## src/rtl/cpu_pkg.sv

```systemverilog
// Shared CPU pipeline types: forwarding-select encodings and per-stage destination shadows.
// Pure declarations; no latency or flow-control behaviour of its own.
package cpu_pkg;

  localparam int REG_ADDR_W = 5;

  localparam logic [1:0] FWD_REGFILE = 2'b00;
  localparam logic [1:0] FWD_WB      = 2'b01;
  localparam logic [1:0] FWD_MEM     = 2'b10;

  // Producer view of a stage: enough to decide whether it can feed a consumer.
  typedef struct packed {
    logic                  valid;
    logic [REG_ADDR_W-1:0] dst;
    logic                  regwrite;
  } stage_shadow_t;

  // EX additionally tracks loads, which cannot forward until they reach MEM.
  typedef struct packed {
    logic                  valid;
    logic [REG_ADDR_W-1:0] dst;
    logic                  regwrite;
    logic                  memread;
  } ex_shadow_t;

  function automatic logic is_fwd_src(stage_shadow_t s);
    return s.valid & s.regwrite & (s.dst != '0);
  endfunction

endpackage

```

## src/rtl/fwd_sel_calc.sv

```systemverilog
// Operand forwarding select: picks the youngest in-flight producer of one source register.
// Latency: combinational. Backpressure: none; the caller gates use_op on stall.
module fwd_sel_calc
  import cpu_pkg::*;
(
  input  logic                  use_op,
  input  logic [REG_ADDR_W-1:0] op,
  input  stage_shadow_t         ex_sh,
  input  stage_shadow_t         mem_sh,
  output logic [1:0]            sel
);

  // The EX entry is the younger producer, so it takes priority over MEM.
  always_comb begin
    sel = FWD_REGFILE;
    if (use_op) begin
      if (is_fwd_src(ex_sh) && (ex_sh.dst == op)) begin
        sel = FWD_MEM;
      end else if (is_fwd_src(mem_sh) && (mem_sh.dst == op)) begin
        sel = FWD_WB;
      end
    end
  end

endmodule

```

## src/rtl/fwd_hazard_ctrl.sv

```systemverilog
// Forwarding/stall/flush control for the 5-stage pipe; selects registered at the ID->EX edge.
// Latency: selects valid the cycle the consumer is in EX; stall/flush are same-cycle combinational.
// Backpressure: a load-use hazard stalls PC and IF/ID for one cycle and bubbles ID/EX.
module fwd_hazard_ctrl
  import cpu_pkg::*;
#(
  parameter int REG_ADDR_W = cpu_pkg::REG_ADDR_W,
  parameter int FWD_SEL_W  = 2
) (
  input  logic                  clk,
  input  logic                  reset,
  input  logic                  id_valid,
  input  logic [REG_ADDR_W-1:0] id_rs,
  input  logic [REG_ADDR_W-1:0] id_rt,
  input  logic                  id_use_rs,
  input  logic                  id_use_rt,
  input  logic [REG_ADDR_W-1:0] id_dst,
  input  logic                  id_regwrite,
  input  logic                  id_memread,
  input  logic                  branch_taken,
  output logic [FWD_SEL_W-1:0]  fwd_a_sel,
  output logic [FWD_SEL_W-1:0]  fwd_b_sel,
  output logic                  stall,
  output logic                  flush_ifid
);

  // No WB shadow is kept: the register file is write-first, so WB never needs forwarding.
  ex_shadow_t     ex_q;
  stage_shadow_t  mem_q;
  stage_shadow_t  ex_view;
  logic [1:0]     a_sel;
  logic [1:0]     b_sel;
  logic           load_use;
  logic [FWD_SEL_W-1:0] a_q;
  logic [FWD_SEL_W-1:0] b_q;

  assign ex_view = '{valid: ex_q.valid, dst: ex_q.dst, regwrite: ex_q.regwrite};

  assign load_use = id_valid & ex_q.valid & ex_q.memread & (ex_q.dst != '0) &
                    ((id_use_rs & (id_rs == ex_q.dst)) |
                     (id_use_rt & (id_rt == ex_q.dst)));

  assign stall      = ~reset & load_use;
  assign flush_ifid = ~reset & branch_taken & id_valid & ~stall;

  // A stalled or empty ID slot enters EX as a bubble, so its selects are forced to regfile.
  fwd_sel_calc u_sel_a (
    .use_op (id_valid & id_use_rs & ~stall),
    .op     (id_rs),
    .ex_sh  (ex_view),
    .mem_sh (mem_q),
    .sel    (a_sel)
  );

  fwd_sel_calc u_sel_b (
    .use_op (id_valid & id_use_rt & ~stall),
    .op     (id_rt),
    .ex_sh  (ex_view),
    .mem_sh (mem_q),
    .sel    (b_sel)
  );

  always_ff @(posedge clk) begin
    if (reset) begin
      ex_q  <= '0;
      mem_q <= '0;
      a_q   <= FWD_REGFILE;
      b_q   <= FWD_REGFILE;
    end else begin
      mem_q <= ex_view;
      a_q   <= a_sel;
      b_q   <= b_sel;
      if (stall) begin
        ex_q <= '0;
      end else begin
        ex_q <= '{valid: id_valid, dst: id_dst, regwrite: id_regwrite, memread: id_memread};
      end
    end
  end

  assign fwd_a_sel = a_q;
  assign fwd_b_sel = b_q;

endmodule
```

## config.mk

```make
export PLATFORM = sky130hd
export DESIGN_NAME = fwd_hazard_ctrl
export DESIGN_NICKNAME = d
export VERILOG_FILES = /design/src/rtl/cpu_pkg.sv /design/src/rtl/fwd_sel_calc.sv /design/src/rtl/fwd_hazard_ctrl.sv
export SDC_FILE = /design/constraint.sdc
export NUM_CORES = 1
export LEC_CHECK = 0
export ABC_AREA = 1
export CAP_MARGIN = 10
export CORE_MARGIN = 2
export CORE_UTILIZATION = 50
export CTS_BUF_LIST = sky130_fd_sc_hd__clkbuf_16
export CTS_CLUSTER_DIAMETER = 100
export CTS_CLUSTER_SIZE = 14
export DETAILED_ROUTE_END_ITERATION = 10
export HOLD_SLACK_MARGIN = 0.03
export PLACE_DENSITY = 0.79
export REMOVE_ABC_BUFFERS = 1
export SYNTH_ARGS = -nofsm -noshare
export SYNTH_HDL_FRONTEND = slang
export SYNTH_HIERARCHICAL = 1
export SYNTH_SLANG_ARGS = --single-unit
```

## constraint.sdc

```tcl
create_clock -name clk -period 3.6 [get_ports clk]
set_input_delay 0.36 -clock clk [delete_from_list [all_inputs] [get_ports clk]]
set_output_delay 0.36 -clock clk [all_outputs]
set_load 0.005 [all_outputs]
```

==> metrics.md <==
| Metric | Value |
|---|---|
| HP Class | reg2reg |
| Number of buffers added for setup after CTS | 0 |
| Fraction of the core area covered by cells at the end of the flow | 0.679 |
| Synth Area in Adders | 0 |
| Unrepaired setup endpoints after global routing | false |
| Capturing element type of the critical path | output port |
| Cells along the critical path | clkdlybuf4s50_1 > inv_1 > nand2_1 > nand2_1 > nor2_1 > nand3_1 > nand2_1 > nand2_2 > nand2_4 > nor2_1 > clkdlybuf4s50_1 |
| # clock sinks | 19 |
| Inserted Clock Buffers | 3 |
| Area share of the largest cell type after synthesis | 0.299 |
| Final number of setup-violating endpoints | 0 |
| RR Startpoint | ex_q[2] |
| First-pass iteration count of the detailed router | 5 |
| Net count reported at finish | 295 |
| Routed via count | 1,388 |
| Quantity of I/O buffers inserted on ports | 28 |
| #FFs+latches synth | 19 |
| Dominant cell type by area after synthesis | dfxtp_1 |
| Number of stages on the worst hold path | 2 |
| Number of non-filler instances in the completed layout | 301 |
| GRT Util Overall | 0.227 |
| Final hold viol count | 0 |
| TritonCTS clock tree | built |
| Clk_lat worst skew | 0.25 ns |
| Number of buffers on the longest clock path | 2 |
| Number of instances in the synthesized netlist | 240 |
| Post-synthesis average cell area | 5.30 um2 |
| VDD IR-drop max | 0.249 mV |
| Critical path start-end classification | in2out |
| Max Cap Viol | 0 |
| Setup slack after placement | 1.16 ns |
| Final Cell Area | 1670 um2 |
| Routed Antenna Nets | 0 |
| Required time of the worst setup path | 3.24 ns |
| Xor and xnor area share after synthesis | 0.0138 |
| Wire length of the first global-routing pass | 4750 um |
| Final worst-path cycle share | 0.677 |
| Final-report max-slew violation count | 0 |
| Final RePlAce weighted congestion | 0.858 |
| Clock slew at reported path FFs | 0.05 ns |
| FMAX | 411 MHz |
| Average wire per cell in the routed design | 9.84 um |
| Post-cts repair resize count | 0 |
| Arrival time worst endpoint | 2.08 ns |
| Max stage delay cell, worst path | clkdlybuf4s50_1 |
| Netlist area before placement | 1270 um2 |
| Number of remaining DRC errors | 0 |
| Initial standard-cell utilization of the core | 0.518 |
| Wire length after detailed routing | 2960 um |
| Floorplan Core Area | 2450 um2 |
| Startpoint of the most critical hold path | ex_q[1] |
| Cell area after placement | 1590 um2 |
| Number of cells on the worst reg-to-reg path | 14 |
| Total chip power | 0.559 mW |
| Chip height | 54.4 um |
| Simple-gate share of the synthesized area | 0.499 |
| Total buffers and inverters traversed by the critical path | 3 |
| Measured slew at the worst slew-check pin | 0.454 ns |
| Count of cell instances traversed by the critical path | 11 |
| Number of cell rows | 18 |
| Worst slew margin relative to its limit | 0.696 |
| DRT iter0 DRCs | 45 |
| Launch point of the worst path | id_rt[3] |
| Number of hold buffers added after cts | 0 |
| Warning count from the yosys run | 6 |
| Post-synthesis compound-gate area fraction | 0.0118 |
| Initial antenna violation count | 0 |
| Area growth syn-to-layout | 31.0% |
| Multiplexer area fraction after synthesis | 0 |
| Dpl hpwl | 2320 um |
| Critical Path Max Stage Delay | 0.59 ns |
| Number of fill cells in the layout | 237 |
| Largest family of logic cells by synthesized area | simple AND/OR/NAND/NOR gates |
| Final critical path time including I/O delays and setup | 2.44 ns |
| Chip Width | 54.4 um |
| Outcome | finished clean |
| Top cells by area in the synthesized netlist | dfxtp_1 30%, nand2_1 26%, inv_1 16% |
| Leakage power of the design | 0.919 nW |
| CP dominant cell by count | nand2_1 |
| H-tree depth reported by CTS | 1 |
| Overflow left after global routing | 0 |
| CTS Root Buffer Type | clkbuf_16 |
| Final sum of negative setup slack | 0 ns |
| P per Cell Area | 335 nW/um2 |
| Worst hold-check slack | 0.441 ns |
| Number of vias per cell | 4.61 |
| Final worst-path setup slack | 1.16 ns |
| Unique masters post-synth | 15 |
| Nature of the critical path startpoint | primary input |
| Seq/Total Area, Yosys | 0.299 |
| Fraction of final layout cells sized beyond drive strength 1 | 0.0590 |
| Pin count of the biggest net entering global routing | 13 |
| Worst-path maximum fanout | 9 |
| Cell family contributing the most delay on the critical path | buffers and inverters |
| Die area | 2960 um2 |
| Antenna Cells | 0 |
| Cell count after placement | 297 |
| Clock Skew | 0.00155 ns |
| Number of global-route vias before repair | 1,188 |
| Number of top-level pins | 29 |
[worst paths after layout]
check                  to  slack (ns)
max            flush_ifid        1.16
min              mem_q[0]        0.44
max reg2reg  fwd_a_sel[0]        1.86
min reg2reg      mem_q[0]        0.44
[registers in the layout, indices dropped and copies added (netlist names)]
name       flops
ex_q           8
mem_q          7
fwd_a_sel      2
fwd_b_sel      2
[worst reg2reg max path, delay by kind of cell, from the launching register on]
family | cells | cell delay [ns]
DFF | 1 | 0.43
and+or+nand+nor | 11 | 1.00
buffers and inverters | 3 | 0.24
[layout make-up]
cell class	count	area [um2]	area share
Clock buffer	3	75.1	0.0450
Sequential cell	19	380	0.228
Multi-Input combinational cell	161	667	0.400
Timing Repair Buffer	28	280	0.168
Inverter	59	221	0.133
Tap cell	30	37.5	0.0225
Clock inverter	1	5.00	0.00300
[placed cells by master (no fill, tap or decap), drive strengths merged]
master | synthesis | final
xnor2 | 2 | 2
nand2 | 91 | 91
inv | 59 | 59
nor3 | 2 | 2
o21ai | 3 | 3
nor2 | 53 | 53
nand3 | 5 | 5
nand4 | 3 | 3
clkinv | 0 | 1
clkbuf | 1 | 3
nand3b | 2 | 2
dfxtp | 19 | 19
clkdlybuf4s50 | 0 | 28
[synthesized netlist by cell type, drive strengths merged]
cell    count
nand3       5
inv        59
clkbuf      1
nor3        2
nand4       3
o21ai       3
nor2       53
xnor2       2
nand3b      2
dfxtp      19
nand2      91
[kinds of logic (layout without fill, tap and decap cells)]
kind of cell / after synthesis / after routing
AO/OA/AOI/OAI: 3 / 3
XOR/XNOR: 2 / 2
buffers and inverters: 60 / 91
flip-flops: 19 / 19
AND/OR/NAND/NOR: 156 / 156
[report_power, final]
group	internal, mW	leakage, nW	switching, mW	total, mW
combinational	0.0468	0.722	0.0534	0.100
clock	0.149	0.0409	0.0810	0.230
sequential	0.218	0.156	0.0102	0.229
[per-layer routing]
metal	track usage	wire, um	vias to the layer above
met1	0.279	1330	587
li1	-	-	747
met2	0.390	1380	46
met4	0.0875	61	0
met3	0.0410	183	8
met5	0	0	-
No activity file was read; power rests on OpenSTA's default activity.
